==> src/rtl/pair_scheduler_if.sv <==
// Force-unit and integrator handshake bundle between the pair scheduler (master) and the physics datapath (slave).
interface pair_scheduler_if #(
  parameter int IDX_W = 4
);
  logic             pair_valid;
  logic             pair_ready;
  logic [IDX_W-1:0] pair_a;
  logic [IDX_W-1:0] pair_b;
  logic             pair_done;
  logic             integrate;
  logic             integrate_done;

  modport master (
    output pair_valid, pair_a, pair_b, integrate,
    input  pair_ready, pair_done, integrate_done
  );

  modport slave (
    input  pair_valid, pair_a, pair_b, integrate,
    output pair_ready, pair_done, integrate_done
  );
endinterface

==> src/rtl/pair_scheduler.sv <==
// Per frame, walks all sprite pairs (a<b) through the shared force unit, then fires one integrate pulse; ticks arriving while busy are dropped and flagged.
// Pair_valid holds until pair_ready; optional watchdog on the done pulses under macro PAIR_TIMEOUT_EN.
module pair_scheduler #(
  parameter int SPRITES = 2,
  parameter int IDX_W   = 4,
  parameter int TIMEOUT = 255
) (
  input  logic            clock_162,
  input  logic            rst_n,
  input  logic            run,
  input  logic            frame_tick,
  pair_scheduler_if.master pif,
  output logic            busy,
  output logic [15:0]     step_count,
  output logic            overrun,
  output logic            timeout_err
);

  typedef enum logic [2:0] {
    S_IDLE,
    S_ISSUE,
    S_WAIT,
    S_INTEG,
    S_INTEG_WAIT
  } state_t;

  localparam logic [IDX_W-1:0] LAST_A = IDX_W'((SPRITES > 1) ? SPRITES - 2 : 0);
  localparam logic [IDX_W-1:0] LAST_B = IDX_W'((SPRITES > 1) ? SPRITES - 1 : 0);

  if (SPRITES < 1 || SPRITES > 16 || IDX_W < 1 || IDX_W < $clog2(SPRITES) || TIMEOUT < 1) begin : g_bad_cfg
    $error("pair_scheduler: illegal parameter combination");
  end

  state_t           r_state;
  state_t           w_state_nxt;
  logic [IDX_W-1:0] r_a;
  logic [IDX_W-1:0] r_b;
  logic [15:0]      r_step_cnt;
  logic             r_overrun;
  logic             w_start;
  logic             w_last_pair;
  logic             w_wd_expire;
  logic             w_pair_fin;
  logic             w_integ_fin;

  assign w_start     = frame_tick && run;
  assign w_last_pair = (r_a == LAST_A) && (r_b == LAST_B);
  assign w_pair_fin  = pif.pair_done || w_wd_expire;
  assign w_integ_fin = pif.integrate_done || w_wd_expire;

`ifdef PAIR_TIMEOUT_EN
  localparam int WD_W = (TIMEOUT > 1) ? $clog2(TIMEOUT) : 1;

  logic [WD_W-1:0] r_wd;
  logic            r_timeout;
  logic            w_waiting;

  assign w_waiting   = (r_state == S_WAIT) || (r_state == S_INTEG_WAIT);
  assign w_wd_expire = w_waiting && (r_wd == WD_W'(TIMEOUT - 1));
  assign timeout_err = r_timeout;

  // The counter restarts on every state change, so each pair gets a full budget.
  always_ff @(posedge clock_162 or negedge rst_n) begin
    if (!rst_n) begin
      r_wd      <= '0;
      r_timeout <= 1'b0;
    end else begin
      if (w_state_nxt != r_state) begin
        r_wd <= '0;
      end else if (w_waiting) begin
        r_wd <= r_wd + WD_W'(1);
      end
      if (w_wd_expire &&
          !((r_state == S_WAIT && pif.pair_done) ||
            (r_state == S_INTEG_WAIT && pif.integrate_done))) begin
        r_timeout <= 1'b1;
      end
    end
  end
`else
  assign w_wd_expire = 1'b0;
  assign timeout_err = 1'b0;
`endif

  always_ff @(posedge clock_162 or negedge rst_n) begin
    if (!rst_n) begin
      r_state <= S_IDLE;
    end else begin
      r_state <= w_state_nxt;
    end
  end

  always_comb begin
    w_state_nxt = r_state;
    case (r_state)
      S_IDLE: begin
        if (w_start) begin
          w_state_nxt = (SPRITES == 1) ? S_INTEG : S_ISSUE;
        end
      end
      S_ISSUE: begin
        if (pif.pair_ready) begin
          w_state_nxt = S_WAIT;
        end
      end
      S_WAIT: begin
        if (w_pair_fin) begin
          w_state_nxt = w_last_pair ? S_INTEG : S_ISSUE;
        end
      end
      S_INTEG: begin
        w_state_nxt = S_INTEG_WAIT;
      end
      S_INTEG_WAIT: begin
        if (w_integ_fin) begin
          w_state_nxt = S_IDLE;
        end
      end
      default: begin
        w_state_nxt = S_IDLE;
      end
    endcase
  end

  always_comb begin
    pif.pair_valid = 1'b0;
    pif.integrate  = 1'b0;
    busy           = 1'b1;
    case (r_state)
      S_IDLE:  busy           = 1'b0;
      S_ISSUE: pif.pair_valid = 1'b1;
      S_INTEG: pif.integrate  = 1'b1;
      default: busy           = 1'b1;
    endcase
  end

  // Lexicographic walk: bump b until it hits the last sprite, then restart b just above the new a.
  always_ff @(posedge clock_162 or negedge rst_n) begin
    if (!rst_n) begin
      r_a <= '0;
      r_b <= '0;
    end else if (r_state == S_IDLE && w_start) begin
      r_a <= '0;
      r_b <= IDX_W'(1);
    end else if (r_state == S_WAIT && w_pair_fin && !w_last_pair) begin
      if (r_b < LAST_B) begin
        r_b <= r_b + IDX_W'(1);
      end else begin
        r_a <= r_a + IDX_W'(1);
        r_b <= r_a + IDX_W'(2);
      end
    end
  end

  assign pif.pair_a = r_a;
  assign pif.pair_b = r_b;

  always_ff @(posedge clock_162 or negedge rst_n) begin
    if (!rst_n) begin
      r_step_cnt <= '0;
      r_overrun  <= 1'b0;
    end else begin
      if (r_state == S_INTEG_WAIT && w_integ_fin) begin
        r_step_cnt <= r_step_cnt + 16'd1;
      end
      if (frame_tick && r_state != S_IDLE) begin
        r_overrun <= 1'b1;
      end
    end
  end

  assign step_count = r_step_cnt;
  assign overrun    = r_overrun;

endmodule
==> src/flat_wrapper.sv <==
// flat-port wrapper written by rule: the top's interface ports become plain ports
module pair_scheduler_flat 
#(
  parameter int SPRITES = 2,
  parameter int IDX_W   = 4,
  parameter int TIMEOUT = 255
)
  (clock_162, rst_n, run, frame_tick, busy, step_count, overrun, timeout_err, pif_pair_valid, pif_pair_a, pif_pair_b, pif_integrate, pif_pair_ready, pif_pair_done, pif_integrate_done);
  pair_scheduler_if #(.IDX_W(IDX_W)) pif_i ();
  input  logic clock_162;
  input  logic rst_n;
  input  logic run;
  input  logic frame_tick;
  output logic busy;
  output logic [15:0] step_count;
  output logic overrun;
  output logic timeout_err;
  output wire logic [$bits(pif_i.pair_valid)-1:0] pif_pair_valid;
  output wire logic [$bits(pif_i.pair_a)-1:0] pif_pair_a;
  output wire logic [$bits(pif_i.pair_b)-1:0] pif_pair_b;
  output wire logic [$bits(pif_i.integrate)-1:0] pif_integrate;
  input wire logic [$bits(pif_i.pair_ready)-1:0] pif_pair_ready;
  input wire logic [$bits(pif_i.pair_done)-1:0] pif_pair_done;
  input wire logic [$bits(pif_i.integrate_done)-1:0] pif_integrate_done;
  assign pif_pair_valid = pif_i.pair_valid;
  assign pif_pair_a = pif_i.pair_a;
  assign pif_pair_b = pif_i.pair_b;
  assign pif_integrate = pif_i.integrate;
  assign pif_i.pair_ready = pif_pair_ready;
  assign pif_i.pair_done = pif_pair_done;
  assign pif_i.integrate_done = pif_integrate_done;
  pair_scheduler #(.SPRITES(SPRITES), .IDX_W(IDX_W), .TIMEOUT(TIMEOUT)) u_core (.clock_162(clock_162), .rst_n(rst_n), .run(run), .frame_tick(frame_tick), .pif(pif_i), .busy(busy), .step_count(step_count), .overrun(overrun), .timeout_err(timeout_err));
endmodule
==> config.mk <==
export PLATFORM = sky130hd
export DESIGN_NAME = pair_scheduler_flat
export DESIGN_NICKNAME = d
export VERILOG_FILES = /design/src/rtl/pair_scheduler_if.sv /design/src/rtl/pair_scheduler.sv /design/src/flat_wrapper.sv
export SDC_FILE = /design/constraint.sdc
export NUM_CORES = 1
export LEC_CHECK = 0
export ABC_AREA = 1
export CORE_MARGIN = 4
export CORE_UTILIZATION = 50
export DETAILED_ROUTE_END_ITERATION = 16
export PLACE_DENSITY_LB_ADDON = 0.08
export SYNTH_ARGS = -nofsm -noshare
export SYNTH_HDL_FRONTEND = slang
export SYNTH_SLANG_ARGS = --single-unit
export TNS_END_PERCENT = 20
==> constraint.sdc <==
create_clock -name clock_162 -period 1.8 [get_ports clock_162]
set_input_delay 0.36 -clock clock_162 [delete_from_list [all_inputs] [get_ports clock_162]]
set_output_delay 0.36 -clock clock_162 [all_outputs]
set_load 0.05 [all_outputs]
== Word level (Yosys, flattened, before mapping) ==
Cells that the tools add are included.

* Order comparisons: 1
* $add $sub $neg: 4
* Reduce and logical (&&, ||, !) cells: 14
* Multiplexer cells: 15
* Eq/ne operators: 10

{| class="wikitable"
|+ Operator list
! cell !! number
|-
| 2-to-1 mux 4 bit || 6
|-
| adder 16 x 1 -> 16 bit, second input constant || 1
|-
| one-hot mux 3 bit (5 select lines) || 1
|-
| 2-to-1 mux 3 bit || 4
|-
| adder 4 x 1 -> 4 bit, second input constant || 2
|-
| logical AND 1 bit || 7
|-
| == test 3 x 2 -> 1 bit, second input constant || 2
|-
| != test 2 bit, second input constant || 3
|-
| adder 4 x 2 -> 4 bit, second input constant || 1
|-
| == test 4 x 1 -> 1 bit, second input constant || 1
|-
| zero test 4 bit || 1
|-
| less-than comparator 4 x 1 -> 1 bit, second input constant || 1
|-
| != test 2 x 1 -> 1 bit, second input constant || 2
|-
| AND reduction 4 bit || 1
|-
| == test 3 x 1 -> 1 bit, second input constant || 1
|-
| == test 3 bit, second input constant || 1
|-
| zero test 3 bit || 1
|-
| 2-to-1 mux 1 bit || 3
|-
| nonzero test 3 bit || 1
|-
| 2-to-1 mux 2 bit || 1
|-
| AND reduction 2 bit || 1
|-
| nonzero test 2 bit || 1
|-
| zero test 1 bit || 1
|}

* Register bits: 28
* Logic and storage cells: 49
* Output and inout bits: 29
* Input port bits: 7

== Logic depth before layout (Yosys ltp) ==
Gate-level depths: netlist of the first run.

* Depth after elaboration: 6
* Depth in mapped cells: 9
* Depth with buffers taken out: 9

== Worst setup path before layout of the first run ==
Ideal clock, no wire load.

* Kind: register to output
* From: reg u_core.r_state[1]
* To: out pif_integrate
* Path buffers: 0
* Arrival time: 1.630 ns
* Slack: -0.190 ns
* Stages on the path, launching flop included: 3
* Data required time: 1.440 ns
* Path through: dfrtp_1 > inv_1 > nor3_1

* Word-level cells in the longest chain between the ends: 2

{| class="wikitable"
|+ RTL lines
! item !! line !! RTL
|-
| from (decl) || pair_scheduler.sv:34 || <nowiki>state_t r_state;</nowiki>
|-
| from (signal assigned) || pair_scheduler.sv:89 || <nowiki>r_state <= w_state_nxt;</nowiki>
|-
| == test 3 x 2 -> 1 bit || pair_scheduler.sv:129 || <nowiki>case (r_state)</nowiki>
|-
| 2-to-1 mux 1 bit || pair_scheduler.sv:129 ||
|-
| to (decl) || flat_wrapper.sv:21 || <nowiki>output wire logic [$bits(pif_i.integrate)-1:0] pif_integrate;</nowiki>
|}

Every way passes these cells.

== Worst setup path after layout of the first run ==
* From: reg u_core.r_state[0]
* To: out pif_integrate

Same word-level chain as after synthesis.

==> results_dict.tcl, run 1 <==
set metrics [dict create \
    outcome "finished clean" \
    rsz0062_at_grt "no" \
    die_width_um 64.7 \
    cts_resized 0 \
    die-area_um2 4190 \
    fmax_ghz 0.592 \
    cp.required_ns 1.44 \
    ant_nets 0 \
    area_growth_syn_to_layout_pct 26.3 \
    num_io_pins 36 \
    grt_max_degree 29 \
    core_um2 3050 \
    dp_worst_setup_slack_ns 0.180 \
    maxCapViolCount 0 \
    power.leakage_nw 1.04 \
    n_fill_cell 272 \
    clock_latency_ns 0.34 \
    hold_viol 0 \
    synth.distinct_cells 23 \
    cp-start-kind "flop" \
    final_util_pct 66.5 \
    floorplan.initialDensity_pct 52.7 \
    drive_above_1_share_pct 22.1 \
    cts.sinks 28 \
    vdd.ir_drop.worst_mv 0.782 \
    synth_area_um2 1610 \
    io_buffers 34 \
    fin_ws_ns 0.111 \
    seqCellArea_um2 703 \
    path_class "flop to output port" \
    hold_buffers 0 \
    via_per_inst 4.97 \
    htreeDepth 1 \
    synth_cells 197 \
    antenna_found_initial 0 \
    antenna_cells 0 \
    worstPathArrival_ns 1.33 \
    drt_iter0_markers 64 \
    routed_wl_mm 3.33 \
    ys_ff_latch 28 \
    drc_errors 0 \
    ys_warn_count 0 \
    power.density_nw_per_um2 1320 \
    drt-pass1-iter-count 4 \
    cts_buffer_depth 2 \
    grt_pass1_wl_mm 6.02 \
    syn_nets 211 \
    dp.final_hpwl_mm 2.55 \
    cts_tree "built" \
    num_rows 20 \
    hold_class "primary input to async pin" \
    endpoint_kind "output port" \
    wl_per_cell_um 11.9 \
    grt_pass1_vias 1386 \
    cts-root-buf "clkbuf_4" \
    setup_tns_ns 0 \
    postCtsSetupRepairBufs 0 \
    crit_fanout 4 \
    ys_seq_area_share_pct 43.6 \
    clock_skew_ns 0.0144 \
    period_share_pct 93.8 \
    finalHoldWorstSlack_ns 0.372 \
    vias 1386 \
    drv_slew 0 \
    final_nets 250 \
    grt_usage_pct 18.0 \
    gp_congestion 0.841 \
    synth.avg_cell_area_um2 8.16 \
    clk_pin_slew_ns 0.16 \
    final.min_clock_period_ns 1.69 \
    multi_input_area_um2 803 \
    die_h_um 64.7 \
    setup_viol 0 \
    grt-ovfl-total 0 \
    cts_made_buffers 3 \
]
## flip-flops by register name, indices dropped and copies added, names as in the netlist
signal / count
u_core.step_count: 16
u_core.pif.pair_a: 4
u_core.pif.pair_b: 4
u_core.r_state: 3
u_core.overrun: 1
## final timing paths
kind | startpoint | end | slack (ns) | cells after the start
min | rst_n | u_core.step_count[8] | 0.37 | 2
max reg2reg | u_core.pif.pair_a[0] | u_core.pif.pair_b[0] | 0.30 | 7
max in group asynchronous | rst_n | u_core.r_state[2] | 1.13 | 2
max | u_core.r_state[0] | pif_integrate | 0.11 | 3
min in group clock_162 | u_core.overrun | u_core.overrun | 0.48 | 1
min reg2reg | u_core.overrun | u_core.overrun | 0.48 | 1
## Yosys cell counts
library cell | n | area (um2)
xnor2_1 | 5 | 43.8
nand3_1 | 16 | 80.1
nor2_1 | 15 | 56.3
dfrtp_1 | 28 | 701
o21ai_1 | 3 | 15.0
nor3_2 | 1 | 10.0
nand3_4 | 2 | 35.0
nand4_1 | 6 | 37.5
o21ai_0 | 1 | 5.00
nor3_1 | 4 | 20.0
ha_1 | 7 | 87.6
inv_1 | 24 | 90.1
buf_4 | 1 | 7.51
inv_2 | 3 | 11.3
a21o_1 | 1 | 7.51
xor2_1 | 9 | 78.8
a21oi_1 | 1 | 5.00
nand2_1 | 58 | 218
nor2_2 | 3 | 18.8
conb_1 | 1 | 3.75
nand3b_1 | 1 | 7.51
nand2_2 | 2 | 12.5
nor2_4 | 5 | 56.3
## final cells by class
cell class | count | share of cell area (%)
clock buffer | 3 | 1.11
clock inverter | 1 | 1.48
inverter | 27 | 4.99
sequential | 28 | 34.6
multi-input combinational | 141 | 39.6
tap | 44 | 2.71
timing repair buffer | 35 | 15.5
## per-stage QoR
| step | cell area (um2) | power, mW | cells |
|---|---|---|---|
| floorplan | 1610 | 1.80 | 197 |
| global placement | 1980 | 2.24 | 275 |
| detailed placement | 1980 | 2.27 | 275 |
| CTS | 2030 | 2.70 | 279 |
| global route | 2030 | 2.87 | 279 |
| finish | 2030 | 2.68 | 279 |
## logic make-up after synthesis
group,share of synthesized area [%]
and+or+nand+nor,34.3
other,0.233
adders and majority gates,5.45
xor gates and xnor gates,7.63
buffers and inverters,6.77
AOI/OAI and AO/OA,2.02
DFF,43.6
## report_power, final
group          switching [mW]  internal, mW  leakage [nW]
Combinational           0.890         0.465         0.675
Clock                   0.197         0.226        0.0279
Sequential              0.156         0.743         0.341
## cell usage in the layout, fill, tap and decap left out, drive strengths merged, types with 6 or more instances in the layout
master / netlist / final
nor2: 23 / 23
dfrtp: 28 / 28
nand3: 18 / 18
nand2: 60 / 60
nand4: 6 / 6
clkdlybuf4s50: 0 / 6
ha: 7 / 7
xor2: 9 / 9
buf: 1 / 29
inv: 27 / 27
## per-layer routing
metal | vias to the layer above | track usage [%] | wire [um]
met3 | 5 | 3.47 | 212
met2 | 45 | 30.7 | 1560
li1 | 689 | - | -
met4 | 0 | 4.75 | 42
met5 | - | 0 | 0
met1 | 647 | 23.2 | 1520
## worst max-delay path: stages, from the launching register on
cell and delay (ns):
dfrtp_1 0.48, inv_1 0.10, nor3_2 0.24, buf_12 0.18
No activity file was read; power rests on OpenSTA's default activity.
==> run 2, diff against run 1 <==
--- a/config.mk
+++ b/config.mk
@@ -6,10 +6,10 @@
 export NUM_CORES = 1
 export LEC_CHECK = 0
 export ABC_AREA = 1
-export CORE_MARGIN = 4
 export CORE_UTILIZATION = 50
 export DETAILED_ROUTE_END_ITERATION = 16
 export PLACE_DENSITY_LB_ADDON = 0.08
+export SLEW_MARGIN = 20
 export SYNTH_ARGS = -nofsm -noshare
 export SYNTH_HDL_FRONTEND = slang
 export SYNTH_SLANG_ARGS = --single-unit
==> results_dict.tcl, run 2 (synthesized netlist as in run 1, its figures left out) <==
set metrics [dict create \
    outcome "finished clean" \
    largest_reg_flops 16 \
    multi_input_area_um2 803 \
    drt_iter0_markers 43 \
    gp_congestion 0.821 \
    floorplan.initialDensity_pct 52.7 \
    clock_skew_ns 0.00880 \
    io_buffers 34 \
    setup_tns_ns 0 \
    die_h_um 58.7 \
    num_rows 20 \
    num_io_pins 36 \
    n_fill_cell 282 \
    layout_commonest_cell "nand2_1" \
    cts.sinks 28 \
    grt_pass1_wl_mm 6.02 \
    fin_area_um2 2000 \
    power.density_nw_per_um2 1260 \
    worstPathArrival_ns 1.37 \
    core_um2 3050 \
    drive_above_1_share_pct 21.4 \
    postCtsSetupRepairBufs 0 \
    final_cell_mix "nand2_1 (58), dfrtp_1 (27), buf_4 (26), inv_1 (24), nand3_1 (16)" \
    antenna_found_initial 0 \
    grt_max_degree 29 \
    htreeDepth 1 \
    cts_resized 0 \
    clock_latency_ns 0.33 \
    hold_class "primary input to async pin" \
    cp.required_ns 1.44 \
    final_nets 250 \
    seqCellArea_um2 702 \
    drv_slew 0 \
    via_per_inst 5.00 \
    antenna_cells 0 \
    setup_viol 0 \
    grt_usage_pct 23.0 \
    drt-pass1-iter-count 4 \
    final_util_pct 65.5 \
    routed_wl_mm 3.40 \
    dp.final_hpwl_mm 2.59 \
    fin_ws_ns 0.0696 \
    maxCapViolCount 0 \
    crit_fanout 4 \
    ant_nets 0 \
    cp-start-kind "flop" \
    cts-root-buf "clkbuf_4" \
    timing.rr.start "u_core.pif.pair_b[1]" \
    area_growth_syn_to_layout_pct 24.4 \
    path_class "flop to output port" \
    startpoint "u_core.r_state[1]" \
    cts_made_buffers 3 \
    die-area_um2 3450 \
    endpoint_kind "output port" \
    dpl_cell_area_um2 1980 \
    grt_pass1_vias 1348 \
    power.leakage_nw 1.03 \
    final.min_clock_period_ns 1.73 \
    clk_pin_slew_ns 0.15 \
    cts_buffer_depth 2 \
    cts_tree "built" \
    hold_viol 0 \
    fmax_ghz 0.578 \
    vdd.ir_drop.worst_mv 0.715 \
    drc_errors 0 \
    grt-ovfl-total 0 \
    die_width_um 58.7 \
    period_share_pct 96.1 \
    hold_buffers 0 \
    wl_per_cell_um 12.2 \
    dp_worst_setup_slack_ns 0.171 \
    vias 1391 \
]
==> run 2: changes by cell type in the layout (fill, tap and decap cells not counted), sizes merged <==
cell / before / now
bufinv: 1 / 0
==> run 2: metal layers <==
metal | global-route usage, % | part of all wire, % | up-vias
li1 | - | - | 690
met1 | 30.6 | 47 | 656
met2 | 39.2 | 48 | 41
met3 | 2.20 | 4.2 | 4
met4 | 7.82 | 1.0 | 0
met5 | 0 | 0 | -
==> run 2: worst max-delay path, cell delays in order, from the launching register on <==
cell,delay (ns)
dfrtp_1,0.47
inv_1,0.11
nor3_2,0.28
buf_12,0.18
==> run 2: worst paths after layout <==
kind	end	slack, ns	cells past startpoint
max	pif_integrate	0.07	3
min	u_core.overrun	0.39	2
max reg2reg	u_core.pif.pair_b[1]	0.26	7
min reg2reg	u_core.overrun	0.48	1
max in group asynchronous	u_core.r_state[2]	1.13	2
min in group clock_162	u_core.overrun	0.48	1
==> run 2: report_power, final <==
part | internal, mW | switching (mW)
Clock | 0.0786 | 0.182
Sequential | 0.742 | 0.152
Combinational | 0.465 | 0.906
==> run 2: metrics by stage <==
step,power (mW),cells,hold slack (ns)
finish,2.52,278,0.390
floorplan,1.80,197,0.0644
detailed placement,2.27,275,0.456
global placement,2.23,275,0.442
global route,2.67,278,0.409
CTS,2.53,278,0.407
==> run 2: final cells by class <==
type                            instances  area share, %
Timing Repair Buffer                   35           15.8
Inverter                               27           5.07
Multi-Input combinational cell        141           40.2
Sequential cell                        28           35.1
Tap cell                               44           2.75
Clock buffer                            3           1.13
==> run 3, diff against run 2 <==
--- a/config.mk
+++ b/config.mk
@@ -9,7 +9,8 @@
 export CORE_UTILIZATION = 50
 export DETAILED_ROUTE_END_ITERATION = 16
 export PLACE_DENSITY_LB_ADDON = 0.08
-export SLEW_MARGIN = 20
+export SKIP_LAST_GASP = 1
+export SLEW_MARGIN = 30
 export SYNTH_ARGS = -nofsm -noshare
 export SYNTH_HDL_FRONTEND = slang
 export SYNTH_SLANG_ARGS = --single-unit
==> results of run 3 <==
No change in the layout: final DEF, timing and power equal those of run 2.
==> patch (settings of run 1) <==
Re-encode `state_t` (5 states) as Gray code, 3 bits wide.
--- a/src/rtl/pair_scheduler.sv
+++ b/src/rtl/pair_scheduler.sv
@@ -19,7 +19,7 @@
   typedef enum logic [2:0] {
-    S_IDLE,
-    S_ISSUE,
-    S_WAIT,
-    S_INTEG,
-    S_INTEG_WAIT
+    S_IDLE       = 3'b000,
+    S_ISSUE      = 3'b001,
+    S_WAIT       = 3'b011,
+    S_INTEG      = 3'b010,
+    S_INTEG_WAIT = 3'b110
   } state_t;
Function: no difference found for any inputs over 10 cycles, from zero or initial values and one cycle with rst_n low; not proved beyond that.
==> patch against run 1 <==
Final area grew 3.1%; sequential cell count did not move; count of clock-buffer cells in the layout rose by 1; cell count grew 7.2%; combinational power rose by 16%; non-clock buffer count up 1; wire length grew 1.5%; setup slack got worse by 35 ps; synthesized area increased by 6.5%; sequential power increased by 13%; first-iteration DRC count increased by 31%; total power increased by 8.5%; synthesized cell count increased by 11%; largest cell class unchanged; largest power group unchanged.
==> patch: results (changes against run 1) <==
Setup WS pre-CTS -> 143.6 ps (-36.56 ps)
Syn Nets -> 233 (+10%)
Max stage delay cell, worst path -> dfrtp_2
met3 GRT Util -> 2.024% (-1.4 points)
Die X -> 66.53 um (+2.8%)
via count -> 1,445 (+4.3%)
drt wl/cell -> 11.31 um (-5.3%)
run status -> finished clean
Max Fanout on Critical Path -> 8 (+4)
Final Net Count -> 270 (+8.0%)
met3 routed WL -> 148 um (-30%)
sequential cell area share -> 33.57% (-1.1 points)
total track usage -> 17.41% (-0.56 points)
commonest cells in the netlist -> 76 x nand2_1, 28 x dfrtp_1, 22 x nor2_1
flop2flop setup slack -> 320 ps (+20 ps)
Worst EP arrival -> 1360 ps (+30 ps)
fill count -> 307 (+13%)
met1 usage -> 23.65% (+0.44 points)
multi-input gates -> 164 (+16%)
placer congestion estimate -> 0.8534 (+1.5%)
met2 Track Usage GR -> 29.00% (-1.7 points)
sequential share of the synthesized area -> 40.91% (-2.7 points)
clk_buf instances -> 4 (+1)
HPWL after DPL -> 2.630 mm (+3.2%)
final cell count without fillers -> 299 (+7.2%)
1st-iter DRT viols -> 84 (+31%)
multi-input logic portion of the cell area -> 42.29% (+2.7 points)
Worst Setup SP -> u_core.r_state[1]
Synth area leaders -> dfrtp_1 41%, nand2_1 17%, ha_1 5.1%, nand3_1 5.0%, nor2_1 4.8%
clock network area share -> 1.732% (-0.86 points)
## patch: logic make-up (layout without fill, tap and decap cells)
| family | Yosys count | count (layout) | synth area share (%) |
|---|---|---|---|
| flip-flops | 28 | 28 | 40.91 |
| AND/OR/NAND/NOR | 131 | 131 | 36.08 |
| adder cells (fa/ha/maj) | 7 | 7 | 5.113 |
| XOR/XNOR | 11 | 11 | 6.063 |
| other | 1 | 1 | 0.2189 |
| AO/OA/AOI/OAI | 14 | 14 | 4.237 |
| buffers and inverters | 27 | 63 | 7.377 |
## patch: through the flow
stage | TNS, ps | total power, W | hold WS [ps]
finish | 0 | 0.002903 | 390.1
global route | -25.99 | 0.003133 | 419.0
CTS | 0 | 0.002926 | 398.4
detailed placement | 0 | 0.002613 | 454.4
global placement | 0 | 0.002577 | 442.8
floorplan | 0 | 0.002113 | 64.41
## patch: where the power goes
group / switching (W) / internal (W) / total (W)
Clock: 0.000192 / 0.000124 / 0.000316
Combinational: 0.00103 / 0.000537 / 0.00157
Sequential: 0.000242 / 0.000778 / 0.00102
